==> src/rtl/rv_multdiv_iter_if.sv <==
// Request/result bus of the iterative RV32M multiply/divide unit.
// A request transfers on an edge where valid_i && ready_o; a result transfers where valid_o && ready_i,
// and result_o holds steady while valid_o && !ready_i; kill_i aborts whatever is in flight.
interface rv_multdiv_iter_if #(parameter int XLEN = 32);
  logic            valid_i;
  logic            ready_o;
  logic [1:0]      operator_i;
  logic [1:0]      signed_mode_i;
  logic [XLEN-1:0] op_a_i;
  logic [XLEN-1:0] op_b_i;
  logic            kill_i;
  logic            valid_o;
  logic            ready_i;
  logic [XLEN-1:0] result_o;

  modport master (
    output valid_i, operator_i, signed_mode_i, op_a_i, op_b_i, kill_i, ready_i,
    input  ready_o, valid_o, result_o
  );

  modport slave (
    input  valid_i, operator_i, signed_mode_i, op_a_i, op_b_i, kill_i, ready_i,
    output ready_o, valid_o, result_o
  );
endinterface

==> src/rtl/rv_multdiv_iter.sv <==
// Iterative RV32M multiply/divide: one shared 64-bit register serves as shift-add accumulator
// or as {partial remainder, dividend/quotient} for restoring division.
module rv_multdiv_iter #(
  parameter int XLEN = 32,
  parameter int ITER = 32
) (
  input  logic                 clk_i,
  input  logic                 rst_i,
  rv_multdiv_iter_if.slave     md,
  output logic [1:0]           dbg_state_o
);
  localparam int CW = $clog2(ITER);

  typedef enum logic [1:0] { MD_OP_MULL = 2'd0, MD_OP_MULH = 2'd1, MD_OP_DIV = 2'd2, MD_OP_REM = 2'd3 } md_op_e;
  typedef enum logic [1:0] { IDLE = 2'd0, CALC = 2'd1, FIX = 2'd2, DONE = 2'd3 } state_e;

  state_e              state_q, state_d;
  md_op_e              op_q;
  logic                neg_q;
  logic [CW-1:0]       cnt_q;
  logic [XLEN-1:0]     opnd_q;
  logic [2*XLEN-1:0]   acc_q;
  logic [XLEN-1:0]     result_q;

  logic                accept, is_div, sign_a, sign_b, div_zero, div_ovf, special;
  logic [XLEN-1:0]     a_mag, b_mag, special_res, fix_res;
  logic [2*XLEN-1:0]   acc_step, prod_s;
  logic [XLEN:0]       mul_sum, div_shift, div_diff;
  logic                div_ge;

  assign md.ready_o  = (state_q == IDLE);
  assign md.valid_o  = (state_q == DONE);
  assign md.result_o = result_q;
  assign dbg_state_o = state_q;

  // Operand conditioning and the two special division cases, all resolved in the accept cycle.
  always_comb begin
    accept   = md.valid_i && md.ready_o && !md.kill_i;
    is_div   = md.operator_i[1];
    sign_a   = md.signed_mode_i[0] & md.op_a_i[XLEN-1];
    sign_b   = md.signed_mode_i[1] & md.op_b_i[XLEN-1];
    a_mag    = sign_a ? -md.op_a_i : md.op_a_i;
    b_mag    = sign_b ? -md.op_b_i : md.op_b_i;
    div_zero = is_div && (md.op_b_i == '0);
    div_ovf  = is_div && (md.signed_mode_i == 2'b11) &&
               (md.op_a_i == {1'b1, {(XLEN-1){1'b0}}}) && (md.op_b_i == '1);
    special  = div_zero || div_ovf;
    special_res = '0;
    if (div_zero)
      special_res = (md.operator_i == MD_OP_DIV) ? '1 : md.op_a_i;
    else if (md.operator_i == MD_OP_DIV)
      special_res = {1'b1, {(XLEN-1){1'b0}}};
  end

  // One iteration step for each operation class.
  always_comb begin
    mul_sum   = {1'b0, acc_q[2*XLEN-1:XLEN]} + (acc_q[0] ? {1'b0, opnd_q} : '0);
    div_shift = {acc_q[2*XLEN-1:XLEN], acc_q[XLEN-1]};
    div_diff  = div_shift - {1'b0, opnd_q};
    div_ge    = (div_shift >= {1'b0, opnd_q});
    if (op_q[1])
      acc_step = {(div_ge ? div_diff[XLEN-1:0] : div_shift[XLEN-1:0]), acc_q[XLEN-2:0], div_ge};
    else
      acc_step = {mul_sum, acc_q[XLEN-1:1]};
  end

  always_comb begin
    prod_s  = neg_q ? -acc_q : acc_q;
    fix_res = '0;
    case (op_q)
      MD_OP_MULL: fix_res = prod_s[XLEN-1:0];
      MD_OP_MULH: fix_res = prod_s[2*XLEN-1:XLEN];
      MD_OP_DIV:  fix_res = neg_q ? -acc_q[XLEN-1:0] : acc_q[XLEN-1:0];
      MD_OP_REM:  fix_res = neg_q ? -acc_q[2*XLEN-1:XLEN] : acc_q[2*XLEN-1:XLEN];
      default:    fix_res = '0;
    endcase
  end

  always_comb begin
    state_d = state_q;
    case (state_q)
      IDLE: if (accept) state_d = special ? DONE : CALC;
      CALC: if (cnt_q == CW'(ITER-1)) state_d = FIX;
      FIX:  state_d = DONE;
      DONE: if (md.ready_i) state_d = IDLE;
      default: state_d = IDLE;
    endcase
    if (md.kill_i) state_d = IDLE;
  end

  always_ff @(posedge clk_i) begin
    if (rst_i) state_q <= IDLE;
    else       state_q <= state_d;
  end

  always_ff @(posedge clk_i) begin
    if (rst_i) begin
      op_q     <= MD_OP_MULL;
      neg_q    <= 1'b0;
      cnt_q    <= '0;
      opnd_q   <= '0;
      acc_q    <= '0;
      result_q <= '0;
    end else begin
      case (state_q)
        IDLE: if (accept) begin
          op_q   <= md_op_e'(md.operator_i);
          // The remainder takes the dividend's sign; everything else takes the product of signs.
          neg_q  <= (md.operator_i == MD_OP_REM) ? sign_a : (sign_a ^ sign_b);
          cnt_q  <= '0;
          acc_q  <= {{XLEN{1'b0}}, (is_div ? a_mag : b_mag)};
          opnd_q <= is_div ? b_mag : a_mag;
          if (special) result_q <= special_res;
        end
        CALC: begin
          cnt_q <= cnt_q + 1'b1;
          acc_q <= acc_step;
        end
        FIX: result_q <= fix_res;
        default: ;
      endcase
    end
  end
endmodule

==> src/flat_wrapper.sv <==
// flat-port wrapper written by rule: the top's interface ports become plain ports
module rv_multdiv_iter_flat 
#(
  parameter int XLEN = 32,
  parameter int ITER = 32
)
  (clk_i, rst_i, dbg_state_o, md_valid_i, md_operator_i, md_signed_mode_i, md_op_a_i, md_op_b_i, md_kill_i, md_ready_i, md_ready_o, md_valid_o, md_result_o);
  rv_multdiv_iter_if #(.XLEN(XLEN)) md_i ();
  input  logic clk_i;
  input  logic rst_i;
  output logic [1:0] dbg_state_o;
  input wire logic [$bits(md_i.valid_i)-1:0] md_valid_i;
  input wire logic [$bits(md_i.operator_i)-1:0] md_operator_i;
  input wire logic [$bits(md_i.signed_mode_i)-1:0] md_signed_mode_i;
  input wire logic [$bits(md_i.op_a_i)-1:0] md_op_a_i;
  input wire logic [$bits(md_i.op_b_i)-1:0] md_op_b_i;
  input wire logic [$bits(md_i.kill_i)-1:0] md_kill_i;
  input wire logic [$bits(md_i.ready_i)-1:0] md_ready_i;
  output wire logic [$bits(md_i.ready_o)-1:0] md_ready_o;
  output wire logic [$bits(md_i.valid_o)-1:0] md_valid_o;
  output wire logic [$bits(md_i.result_o)-1:0] md_result_o;
  assign md_i.valid_i = md_valid_i;
  assign md_i.operator_i = md_operator_i;
  assign md_i.signed_mode_i = md_signed_mode_i;
  assign md_i.op_a_i = md_op_a_i;
  assign md_i.op_b_i = md_op_b_i;
  assign md_i.kill_i = md_kill_i;
  assign md_i.ready_i = md_ready_i;
  assign md_ready_o = md_i.ready_o;
  assign md_valid_o = md_i.valid_o;
  assign md_result_o = md_i.result_o;
  rv_multdiv_iter #(.XLEN(XLEN), .ITER(ITER)) u_core (.clk_i(clk_i), .rst_i(rst_i), .md(md_i), .dbg_state_o(dbg_state_o));
endmodule
==> config.mk <==
export PLATFORM = sky130hd
export DESIGN_NAME = rv_multdiv_iter_flat
export DESIGN_NICKNAME = d
export VERILOG_FILES = /design/src/rtl/rv_multdiv_iter_if.sv /design/src/rtl/rv_multdiv_iter.sv /design/src/flat_wrapper.sv
export SDC_FILE = /design/constraint.sdc
export NUM_CORES = 1
export LEC_CHECK = 0
export ABC_CLOCK_PERIOD_IN_PS = 4530
export CORE_MARGIN = 2
export CORE_UTILIZATION = 25
export DETAILED_ROUTE_END_ITERATION = 6
export PLACE_DENSITY = 0.42
export SLEW_MARGIN = 40
export SYNTH_ARGS = -nofsm -noshare
export SYNTH_HDL_FRONTEND = slang
export SYNTH_SLANG_ARGS = --single-unit
==> constraint.sdc <==
create_clock -name clk_i -period 4.53 [get_ports clk_i]
set_input_delay 0.906 -clock clk_i [delete_from_list [all_inputs] [get_ports clk_i]]
set_output_delay 0.906 -clock clk_i [all_outputs]
set_load 0.005 [all_outputs]
## After elaboration in Yosys (flattened, before gate mapping)

Cells that the tools add are included.

| operators by class | value |
|---|---|
| bitwise operators | 3 |
| $lt $le $gt $ge | 1 |
| equality and inequality tests | 16 |
| reduce and logical (&&, ||, !) cells | 18 |
| $add $sub $neg | 8 |
| muxes and demuxes | 27 |

Operators by type and width:

| operator | number |
|---|---|
| 32-bit two-way mux | 13 |
| 64-bit two-way mux | 3 |
| 32-bit negator | 4 |
| 32-bit one-hot mux with 4 select lines | 1 |
| 64-bit one-hot mux with 2 select lines | 1 |
| 32-bit == test, second input constant | 2 |
| 64-bit negator | 1 |
| 32-bit one-hot mux with 2 select lines | 1 |
| 32-bit by 32-bit adder with 33-bit output | 1 |
| 33-bit by 32-bit >= comparator with 1-bit output | 1 |
| 32-bit zero test | 1 |
| 32-bit subtractor | 1 |
| 2-bit == test, second input constant | 7 |
| 5-bit one-hot mux with 2 select lines | 1 |
| 2-bit two-way mux | 4 |
| 2-bit one-hot mux with 4 select lines | 1 |
| 1-bit logical AND | 6 |
| 2-bit != test, second input constant | 3 |
| 3-bit AND reduction | 2 |
| 5-bit by 1-bit adder with 5-bit output, second input constant | 1 |
| 5-bit == test, second input constant | 1 |
| 5-bit two-way mux | 1 |
| 2-bit by 1-bit == test with 1-bit output, second input constant | 2 |
| 2-bit zero test | 2 |
| other kinds (9) | 12 |

| storage, ports and cells | value |
|---|---|
| word-level logic and storage cells | 80 |
| input bits | 73 |
| flip-flop bits (word level) | 138 |
| output and inout bits | 36 |

## Depth between registers and ports, before layout

Gate-level depths: netlist of run 1.

| depth | value |
|---|---|
| depth in word-level cells | 8 |
| gate-level depth with buffers | 14 |
| gate-level depth less buffers | 13 |

## Worst setup path after synthesis of run 1

No wires, ideal clock.

| timing | value |
|---|---|
| path type | reg2reg |
| from | register u_core.acc_q[0] |
| to | register u_core.acc_q[62] |
| setup time | 0.122 ns |
| path buffers | 2 |
| required time | 4.408 ns |
| path slack | 1.227 ns |
| cell stages (with the launch flop) | 14 |
| data arrival time | 3.181 ns |
| period minus slack after synthesis | 3.303 ns |
| path through | dfxtp_1 inv_1 clkbuf_1 nor2_1 ha_1 clkbuf_1 a21o_1 a221o_1 or3b_1 o211ai_1 nand2b_1 a41o_1 xor2_1 a221o_1 |

| on the way | value |
|---|---|
| cells in the longest elaborated chain, start to end | 4 |

Ends and longest elaborated chain:

| what | RTL line | source |
|---|---|---|
| start, declared | rv_multdiv_iter.sv:22 | `logic [2*XLEN-1:0] acc_q;` |
| start signal, assigned | rv_multdiv_iter.sv:111 | `acc_q <= {{XLEN{1'b0}}, (is_div ? a_mag : b_mag)};` |
| start signal, assigned | rv_multdiv_iter.sv:117 | `acc_q <= acc_step;` |
| 32-bit two-way mux | rv_multdiv_iter.sv:57 | `mul_sum = {1'b0, acc_q[2*XLEN-1:XLEN]} + (acc_q[0] ? {1'b0, opnd_q} : '0);` |
| 32-bit by 32-bit adder with 33-bit output | rv_multdiv_iter.sv:57 |  |
| 64-bit two-way mux | rv_multdiv_iter.sv:61 | `if (op_q[1])` |
| 64-bit one-hot mux with 2 select lines | rv_multdiv_iter.sv:105 | `case (state_q)` |

No other way between the ends.
A chain may end at the register's enable or synchronous reset.

## Final worst setup path of run 1

| timing | value |
|---|---|
| from | register u_core.acc_q[32] |
| to | register u_core.acc_q[59] |

| on the way | value |
|---|---|
| cells in the longest elaborated chain, start to end | 4 |
| elaborated cells between the ends (all ways) | 6 |

Ends and longest elaborated chain:

| what | RTL line | source |
|---|---|---|
| 32-bit subtractor or 33-bit by 32-bit >= comparator with 1-bit output (tied branches) | rv_multdiv_iter.sv:59, rv_multdiv_iter.sv:60 |  |
| 32-bit two-way mux | rv_multdiv_iter.sv:62 | `acc_step = {(div_ge ? div_diff[XLEN-1:0] : div_shift[XLEN-1:0]), acc_q[XLEN-2:0], div_ge};` |
| 64-bit two-way mux * | rv_multdiv_iter.sv:61 |  |
| 64-bit one-hot mux with 2 select lines * | rv_multdiv_iter.sv:105 |  |

Every way passes the cells marked *; elsewhere a longest branch is shown, timed or not.

==> results.json, run 1 <==
{
  "outcome": "complete, no violations",
  "grt_pass1_vias": 13900,
  "synth_fa_ha_area_share_pct": 6.944,
  "cts_root_buf": "clkbuf_16",
  "powerDensity_nw_per_um2": 234.2,
  "cp.arrival_ns": 4.24,
  "wl_per_cell_um": 21.51,
  "nNetsFinal": 2136,
  "setup_viol": 0,
  "grt.met1_usage_pct": 29.59,
  "die_area_um2": 58270,
  "area_growth_pct": 18.07,
  "synth_top_family_by_area": "compound AO/OA/AOI/OAI gates",
  "critPathMostFrequentCell": "o31a_1",
  "path_class": "register to register",
  "cellLeakagePower_nw": 6.309,
  "synth_seq_cells": 138,
  "via_per_inst": 5.343,
  "clock_path_buffers": 2,
  "first_iter_violations": 1335,
  "postCtsSetupRepairBufs": 0,
  "h-tree-depth": 4,
  "io_pins": 109,
  "cp-start-kind": "register",
  "synthMuxAreaShare_pct": 5.301,
  "avgSynthCellArea_um2": 7.270,
  "track_usage_pct": 20.33,
  "numClockSinks": 138,
  "synth_nets": 2088,
  "synth-xor-area-share_pct": 10.26,
  "grt_overflow": 0,
  "die_h_um": 241.4,
  "drc": 0,
  "antenna_found_initial": 1,
  "cap_violations": 0,
  "start_util_pct": 25.13,
  "rsz0062_at_grt": "false",
  "num-fill-cells": 6170,
  "placed_cells": 2723,
  "path_clk_slew_ns": 0.07,
  "finalSetupTns_ns": 0,
  "clock_skew_ns": 0.01299,
  "max_freq_mhz": 260.4,
  "slowest_stage": "dfxtp_1",
  "cts_tree": "yes",
  "period_minus_slack_ns": 3.841,
  "ys_seq_area_share_pct": 19.61,
  "ys.flop_type": "dfxtp_1",
  "max-vdd-ir-drop_uv": 274.3,
  "gp_congestion": 0.8860,
  "synthSimpleGateAreaFrac_pct": 23.51,
  "cp.depth": 12,
  "drive_above_1_share_pct": 8.154,
  "core_area_um2": 56060,
  "cp_slowest_stage_delay_ns": 0.61,
  "grt.met3_usage_pct": 2.461,
  "rows": 87,
  "slew_viol_final": 0,
  "crit_family": "compound AO/OA/AOI/OAI gates",
  "synth_warnings": 0,
  "slew-limit-headroom_pct": 46.51,
  "post-route-period-util_pct": 84.79,
  "syn_inst": 1938,
  "clk-insertion-delay-late_ns": 0.46,
  "numCtsBuffers": 17,
  "synthArstFlopShare_pct": 0,
  "finalHoldViolations": 0,
  "ant_nets": 0,
  "tightest_slew_ns": 0.8024,
  "cp_num_buf_inv": 1,
  "syn_area_um2": 14090,
  "synth.distinct_cells": 90,
  "cts_hold_buffers": 0,
  "hpwlAfterDp_um": 47430,
  "finalNonFillerCells": 2755,
  "worstRegToRegCells": 12,
  "grt_pass1_wl_um": 88900,
  "synth_compound_area_share_pct": 28.54,
  "worstPathMaxFanout": 10,
  "die_x_um": 241.4,
  "post_cts_resized": 0,
  "grt_start_max_net_pins": 90,
  "hp-class": "register to register",
  "cp-end-kind": "register",
  "grtUsageMet2_pct": 31.75,
  "port_buffers": 108,
  "grt-busiest-layer": "met2",
  "crit_chain": "ha_1 -> inv_1 -> fa_1 -> nor2b_1 -> o31a_1 -> o31a_1 -> nor4_2 -> o41ai_2 -> a31oi_1 -> xor2_1 -> a2111oi_0 -> o211a_1",
  "num_vias": 14720,
  "diodes": 0,
  "synth_edf_count": 0,
  "hold_path_depth": 2,
  "detailedRoute.firstPassIterationCount": 7,
  "required_ns": 4.93,
  "wirelength_um": 59250
}
-- tightest hold or removal path, delay by kind of cell, from the launching register on --
family          cells  cell delay [ns]
flops               1             0.31
compound gates      1             0.05
simple gates        1             0.05
-- sequential cells by signal, summed over array words and instances (netlist names) --
| name | count |
|---|---|
| u_core.acc_q | 64 |
| u_core.md.result_o | 32 |
| u_core.opnd_q | 32 |
| u_core.cnt_q | 5 |
| u_core.dbg_state_o | 2 |
| u_core.op_q | 2 |
| u_core.neg_q | 1 |
-- Yosys cell counts, drive strengths merged (22+ instances only) --
master,instances,area (um^2)
a211oi,76,570.6
a21o,37,277.8
a21oi,140,700.7
buf,28,151.4
clkbuf,103,386.6
dfxtp,138,2763
ha,75,938.4
inv,75,281.5
mux2i,51,510.5
nand2,168,630.6
nand3,30,155.1
nand4,25,156.4
nor2,245,919.6
nor3,79,411.7
o211ai,33,247.7
o21ai,140,700.7
o31ai,22,188.9
xnor2,85,744.5
xor2,80,700.7
-- path summary, 6_finish.rpt --
| path | startpoint | end | slack (ns) |
|---|---|---|---|
| hold reg to reg | u_core.opnd_q[16]$_SDFFE_PP0P_ | u_core.opnd_q[16]$_SDFFE_PP0P_ | 0.45 |
| hold / removal | u_core.opnd_q[16]$_SDFFE_PP0P_ | u_core.opnd_q[16]$_SDFFE_PP0P_ | 0.45 |
| setup / recovery | u_core.acc_q[32]$_SDFFE_PP0P_ | u_core.acc_q[59]$_SDFFE_PP0P_ | 0.69 |
| setup reg to reg | u_core.acc_q[32]$_SDFFE_PP0P_ | u_core.acc_q[59]$_SDFFE_PP0P_ | 0.69 |
-- layout make-up --
cell class                 count  area [um^2]  share of cell area, %
tap                          756        945.9                  5.686
multi-input combinational   1593        10540                  63.33
inverter                      76        285.3                  1.715
sequential                   138         2765                  16.62
clock inverter                13        135.1                 0.8123
timing repair buffer         160         1525                  9.168
clock buffer                  19        442.9                  2.662
-- cell families after synthesis --
| group | after synthesis |
|---|---|
| flops | 138 |
| simple gates | 680 |
| buf+inv | 207 |
| compound gates | 599 |
| fa+ha+maj | 77 |
| xor+xnor | 165 |
| mux | 72 |
-- metrics by stage --
| stage | instance area [um^2] | worst slack (ns) | util, % | power (mW) | hold WS, ns |
|---|---|---|---|---|---|
| after global placement | 16030 | 0.2614 | 28.59 | 2.492 | 0.4442 |
| after detailed placement | 16060 | 0.2754 | 28.64 | 2.495 | 0.4477 |
| after CTS | 16640 | 0.7382 | 29.68 | 3.928 | 0.4563 |
| final | 16640 | 0.6891 | 29.68 | 3.896 | 0.4542 |
| after floorplan | 14090 | 1.227 | - | 2.081 | 0.4319 |
| after global routing | 16640 | 0.4518 | 29.68 | 4.081 | 0.4808 |
-- layer usage --
layer  routed length [um]  vias to the layer above
li1                     -                     7161
met1                29070                     7107
met2                26300                      398
met3                 2859                       52
met4                 1009                        2
met5                   13                        -
-- power by group --
part	internal (mW)	leakage (nW)	switching, mW
clock	0.783	0.277	0.635
combinational	0.450	4.91	0.688
sequential	1.26	1.12	0.0820
-- layout by cell type, fill, tap and decap left out, types with 25 or more instances in the layout --
cell and n:
nor2_1 243, nand2_1 168, a21oi_1 139, dfxtp_1 136
o21ai_0 134, clkdlybuf4s50_1 106, xnor2_1 85, xor2_1 80
a211oi_1 76, nor3_1 75, inv_1 74, ha_1 74
mux2i_1 51, buf_4 48, a21o_1 37, o211ai_1 33
nand3_1 29, nand4_1 25
No activity file was read; power rests on OpenSTA's default activity.
==> inputs of run 2 (changes only) <==
--- a/config.mk
+++ b/config.mk
@@ -5,7 +5,7 @@
 export SDC_FILE = /design/constraint.sdc
 export NUM_CORES = 1
 export LEC_CHECK = 0
-export ABC_CLOCK_PERIOD_IN_PS = 4530
+export ABC_CLOCK_PERIOD_IN_PS = 3630
 export CORE_MARGIN = 2
 export CORE_UTILIZATION = 25
 export DETAILED_ROUTE_END_ITERATION = 6
==> constraint.sdc (replaced) <==
create_clock -name clk_i -period 3.63 [get_ports clk_i]
set_input_delay 0.726 -clock clk_i [delete_from_list [all_inputs] [get_ports clk_i]]
set_output_delay 0.726 -clock clk_i [all_outputs]
set_load 0.005 [all_outputs]
==> run 2 against run 1 <==
  * Cell area rose by 5.7%
  * Non-clock buffer count rose by 110
  * Via count rose by 2.3%
  * Worst setup slack got worse by 0.48 ns
==> results.json, run 2 (synthesis gave the netlist of run 1 again) <==
{
  "hold_path_depth": 2,
  "cts_tree": "yes",
  "hp-class": "register to register",
  "required_ns": 4.00,
  "first_iter_violations": 1144,
  "numClockSinks": 138,
  "postLayoutSetupSlackWorst_ns": 0.2138,
  "clock_skew_ns": 0.009977,
  "start_util_pct": 25.13,
  "drc": 0,
  "wl_per_cell_um": 21.20,
  "grt.met3_usage_pct": 3.122,
  "grt.met1_usage_pct": 29.68,
  "slowest_stage": "dfxtp_2",
  "die_h_um": 241.4,
  "clock_path_buffers": 2,
  "antenna_found_initial": 1,
  "crit_family": "compound AO/OA/AOI/OAI gates",
  "hold_slack_ns": 0.4506,
  "finalHoldViolations": 0,
  "rsz0062_at_grt": "false",
  "setup_viol": 0,
  "drive_above_1_share_pct": 13.33,
  "cap_violations": 0,
  "crit_chain": "buf_4 -> ha_1 -> inv_1 -> fa_1 -> a21o_1 -> a221oi_2 -> o21ai_1 -> a41o_1 -> o31a_1 -> mux2i_1 -> o21ai_0 -> a21oi_1 -> a221o_1",
  "h-tree-depth": 4,
  "period_minus_slack_ns": 3.416,
  "max-vdd-ir-drop_uv": 373.5,
  "hp-start": "u_core.opnd_q[27]$_SDFFE_PP0P_",
  "final_cell_mix": "nor2_1, nand2_1, buf_4",
  "detailedRoute.firstPassIterationCount": 5,
  "grt_pass1_vias": 14130,
  "finalSetupTns_ns": 0,
  "num_vias": 15060,
  "slew-limit-headroom_pct": 46.48,
  "pre_cts_slack_ns": -0.1637,
  "die_area_um2": 58270,
  "tightest_slew_ns": 0.8028,
  "worstRegToRegCells": 13,
  "hold-path-endpoint": "u_core.opnd_q[27]$_SDFFE_PP0P_",
  "fin_util_pct": 31.36,
  "grt_start_max_net_pins": 84,
  "rows": 87,
  "numCtsBuffers": 17,
  "wirelength_um": 60710,
  "power_mw": 5.093,
  "max_freq_mhz": 292.7,
  "nNetsFinal": 2246,
  "worstPathMaxFanout": 3,
  "cts_root_buf": "clkbuf_16",
  "largest_reg_flops": 64,
  "largest-register": "u_core.acc_q",
  "path_class": "register to register",
  "die_x_um": 241.4,
  "grt_overflow": 0,
  "core_area_um2": 56060,
  "cp-end-kind": "register",
  "cp-start-kind": "register",
  "cp.arrival_ns": 3.79,
  "path_clk_slew_ns": 0.07,
  "final_common_cell": "nor2_1",
  "cp_slowest_stage_delay_ns": 0.42,
  "diodes": 0,
  "grtUsageMet2_pct": 31.98,
  "timing.rr.start": "u_core.opnd_q[0]$_SDFFE_PP0P_",
  "slew_viol_final": 0,
  "r2r-end": "u_core.acc_q[62]$_SDFFE_PP0P_",
  "grt-busiest-layer": "met2",
  "cp_num_buf_inv": 2,
  "clk-insertion-delay-late_ns": 0.48,
  "cellLeakagePower_nw": 6.908,
  "ant_nets": 0,
  "area_growth_pct": 24.76,
  "ff2ff_setup_slack_ns": 0.21,
  "post-route-period-util_pct": 94.11,
  "via_per_inst": 5.257,
  "hpwlAfterDp_um": 49020,
  "io_pins": 109,
  "powerDensity_nw_per_um2": 289.7,
  "port_buffers": 108,
  "grt_pass1_wl_um": 89650,
  "gp_congestion": 0.8745,
  "outcome": "complete, no violations",
  "track_usage_pct": 20.71
}
run 2: cell types whose count changed in the layout (fill, tap and decap cells not counted), moves of 2 or more:
cell,change
buf_12,+4
dfxtp_2,+2
clkinvlp_4,+3
clkinv_4,-4
dfxtp_1,-2
bufinv_16,+2
buf_4,+107
run 2: area by class of cell:
class / count / area (um^2)
Fill cell: 6071 / 38480
Multi-Input combinational cell: 1593 / 10590
Sequential cell: 138 / 2768
Timing Repair Buffer: 270 / 2381
Tap cell: 756 / 945.9
Clock buffer: 18 / 439.2
Inverter: 76 / 285.3
Clock inverter: 13 / 167.7
run 2: how the worst max path moves through the flow:
stage | startpoint | endpoint | cells after the start
global placement | md_op_a_i[12] | u_core.acc_q[31]$_SDFFE_PP0P_ | 12
global route | u_core.opnd_q[0]$_SDFFE_PP0P_ | u_core.acc_q[59]$_SDFFE_PP0P_ | 15
detailed placement | md_op_a_i[14] | u_core.acc_q[31]$_SDFFE_PP0P_ | 12
floorplan | u_core.acc_q[0]$_SDFFE_PP0P_ | u_core.acc_q[62]$_SDFFE_PP0P_ | 13
CTS | u_core.opnd_q[0]$_SDFFE_PP0P_ | u_core.acc_q[59]$_SDFFE_PP0P_ | 15
finish | u_core.opnd_q[0]$_SDFFE_PP0P_ | u_core.acc_q[62]$_SDFFE_PP0P_ | 13
run 2: through the flow:
step           std cells  instance area (um^2)
2_1_floorplan       1938                 14090
3_3_place_gp        2832                 16900
3_5_place_dp        2832                 16900
4_1_cts             2863                 17510
5_1_grt             2864                 17580
6_report            2864                 17580
run 2: where the power goes:
| part | internal (mW) | switching (mW) | total (mW) |
|---|---|---|---|
| sequential | 1.57 | 0.0913 | 1.66 |
| clock | 1.10 | 0.800 | 1.90 |
| combinational | 0.637 | 0.897 | 1.53 |
| total | 3.31 | 1.79 | 5.09 |
run 2: worst reg2reg max path: stages (launching register included):
cell      delay [ns]
dfxtp_2         0.42
buf_4           0.14
ha_1            0.16
inv_1           0.07
fa_1            0.41
a21o_1          0.21
a221oi_2        0.29
o21ai_1         0.20
a41o_1          0.33
o31a_1          0.37
mux2i_1         0.15
o21ai_0         0.19
a21oi_1         0.12
a221o_1         0.26
run 2: repair_timing:
action | in CTS | in global routing
hold buffers | 0 | 0
pin swaps | 0 | 3
gates cloned | 0 | 0
setup buffers | 0 | 1
endpoints found under the setup margin | 3 | 9
resized for setup | 3 | 9
run 2: per-layer routing:
layer	wire (um)	vias up
li1	-	7369
met5	0	-
met2	26740	411
met3	3394	47
met1	29320	7228
met4	1255	0
==> inputs of run 3 (changes only) <==
--- a/config.mk
+++ b/config.mk
@@ -7,9 +7,9 @@
 export LEC_CHECK = 0
 export ABC_CLOCK_PERIOD_IN_PS = 3630
 export CORE_MARGIN = 2
-export CORE_UTILIZATION = 25
+export CORE_UTILIZATION = 60
 export DETAILED_ROUTE_END_ITERATION = 6
-export PLACE_DENSITY = 0.42
+export PLACE_DENSITY = 0.83
 export SLEW_MARGIN = 40
 export SYNTH_ARGS = -nofsm -noshare
 export SYNTH_HDL_FRONTEND = slang
==> run 3 against run 2 <==
  * Cell count decreased by 17%
  * Sequential power barely moved
  * Combinational power shrank 3%
  * First-iteration DRC count rose by 79%
  * Largest cell class unchanged
  * Register-to-register slack got worse by 0.08 ns
  * Non-clock buffer count decreased by 53
  * Global-route usage is 20 points higher
  * The run now ends with DRC left
  * Worst hold slack gained 0.00086 ns
  * Total power shrank 3.6%
==> results.json, run 3 (synthesis gave the netlist of run 1 again) <==
{
  "p_clk_share_pct": 36.1,
  "ff2ff_setup_slack_ns": 0.14,
  "cellLeakagePower_nw": 6.603,
  "numCtsBuffers": 17,
  "antenna_found_initial": 0,
  "finalHoldViolations": 0,
  "powerDensity_nw_per_um2": 296.9,
  "p_int_mw": 3.109,
  "post_dp_cell_area_um2": 15940,
  "crit_start": "u_core.opnd_q[0]$_SDFFE_PP0P_",
  "hpwlAfterDp_um": 39810,
  "path_clk_slew_ns": 0.07,
  "path_class": "register to register",
  "hp-start": "u_core.opnd_q[29]$_SDFFE_PP0P_",
  "ant_nets": 0,
  "slowest_stage": "dfxtp_1",
  "power_switching_mw": 1.801,
  "period_minus_slack_ns": 3.495,
  "switching_share_pct": 36.67,
  "seq_area_um2": 2766,
  "design_area_um2": 16540,
  "post-route-period-util_pct": 96.28,
  "cts_root_buf": "clkbuf_16",
  "first_iter_violations": 2052,
  "comb_power_share_pct": 30.1,
  "die_area_um2": 24720,
  "numClockSinks": 138,
  "port_buffers": 108,
  "gp_congestion": 1.048,
  "cp_slowest_stage_delay_ns": 0.45,
  "clock_path_buffers": 2,
  "wl_per_cell_um": 21.78,
  "clk-insertion-delay-late_ns": 0.44,
  "grt_start_max_net_pins": 67,
  "via_per_inst": 6.712,
  "num_vias": 15940,
  "grt_pass1_vias": 14280,
  "cp_num_buf_inv": 1,
  "crit_family": "compound AO/OA/AOI/OAI gates",
  "grt.met1_usage_pct": 55.22,
  "outcome": "finished, violations left",
  "grt_pass1_wl_um": 78810,
  "required_ns": 3.96,
  "num-fill-cells": 1952,
  "final_common_cell": "nor2_1",
  "crit_chain": "ha_1 -> inv_1 -> fa_1 -> a21o_1 -> a221oi_1 -> o21ai_1 -> a41o_1 -> o31a_1 -> mux2i_1 -> o21ai_0 -> a21oi_1 -> a221o_1",
  "clock_skew_ns": 0.01735,
  "violations": "DRC",
  "timing.rr.start": "u_core.opnd_q[0]$_SDFFE_PP0P_",
  "max_freq_mhz": 286.1,
  "slew_viol_final": 0,
  "max-vdd-ir-drop_uv": 324.9,
  "die_x_um": 157.2,
  "cap_violations": 0,
  "grtUsageMet2_pct": 61.03,
  "tightest_slew_ns": 0.8708,
  "pre_cts_slack_ns": -0.05945,
  "hold-path-endpoint": "u_core.opnd_q[29]$_SDFFE_PP0P_",
  "nNetsFinal": 2193,
  "finalSetupTns_ns": 0,
  "track_usage_pct": 40.89,
  "fin_util_pct": 71.08,
  "cp.arrival_ns": 3.82,
  "multi_input_area_um2": 10540,
  "worstPathMaxFanout": 3,
  "postLayoutSetupSlackWorst_ns": 0.1351,
  "diodes": 0,
  "area_growth_pct": 17.36,
  "die_h_um": 157.2,
  "slew-limit-headroom_pct": 41.34,
  "r2r-end": "u_core.acc_q[62]$_SDFFE_PP0P_",
  "setup_viol": 0,
  "rsz0062_at_grt": "false",
  "grt.met3_usage_pct": 10.60,
  "h-tree-depth": 4,
  "drc": 1,
  "rows": 56,
  "hold_path_depth": 2,
  "pwr-share-seq_pct": 33.8,
  "core_area_um2": 23260,
  "largest-register": "u_core.acc_q",
  "drive_above_1_share_pct": 10.85,
  "io_pins": 109,
  "worstRegToRegCells": 12,
  "grt_overflow": 0,
  "start_util_pct": 60.57,
  "final_cell_mix": "nor2_1, nand2_1, a21oi_1",
  "detailedRoute.firstPassIterationCount": 7,
  "hp-class": "register to register",
  "cp-start-kind": "register",
  "cp-end-kind": "register",
  "largest_reg_flops": 64,
  "cts_hold_buffers": 0,
  "cts_tree": "yes",
  "wirelength_um": 51720,
  "grt-busiest-layer": "met2"
}
==> run 3: cell type report <==
cell class,instances,area share [%]
Clock inverter,14,0.8550
Tap cell,319,2.414
Sequential cell,138,16.73
Clock buffer,18,2.656
Inverter,76,1.725
Timing Repair Buffer,217,11.89
Multi-Input combinational cell,1593,63.73
==> run 3: timing repair <==
item                                    4_1_cts  5_1_grt
hold endpoints to repair                      0        0
resized for setup                             0        4
buffers inserted                              0        0
endpoints found under the setup margin        0       21
==> run 3: power groups by stage <==
stage	sequential [mW]	clock, mW	combinational [mW]
2_1_floorplan	1.64	0	0.955
3_3_place_gp	1.68	0	1.39
3_5_place_dp	1.69	0	1.41
4_1_cts	1.65	1.76	1.43
5_1_grt	1.66	1.83	1.57
6_report	1.66	1.77	1.48
==> run 3: tightest hold or removal path: stages, from the launching register on <==
cell and delay [ns]:
dfxtp_1 0.31, nand2_1 0.05, a21oi_1 0.05
==> run 3: how the worst max path moves through the flow <==
stage / end / slack, ns / cells past startpoint
floorplan: u_core.acc_q[62]$_SDFFE_PP0P_ / 0.33 / 13
global placement: u_core.md.result_o[1]$_SDFFE_PP0P_ / 0.0003 / 13
detailed placement: u_core.md.result_o[24]$_SDFFE_PP0P_ / -0.06 / 13
CTS: u_core.acc_q[61]$_SDFFE_PP0P_ / 0.02 / 15
global route: u_core.acc_q[62]$_SDFFE_PP0P_ / 0.006 / 12
finish: u_core.acc_q[62]$_SDFFE_PP0P_ / 0.14 / 12
==> run 3: stage by stage <==
stage / hold WS, ns / std cells / total power, mW
floorplan: 0.4319 / 1938 / 2.597
finish: 0.4514 / 2375 / 4.910
global placement: 0.4396 / 2343 / 3.076
detailed placement: 0.4452 / 2343 / 3.102
CTS: 0.4545 / 2375 / 4.846
global route: 0.4659 / 2375 / 5.062
==> run 3: layer usage <==
metal	up-vias	share of wire, %
li1	7274	-
met1	7393	40
met2	1072	42
met3	202	12
met4	0	5.2
met5	-	0
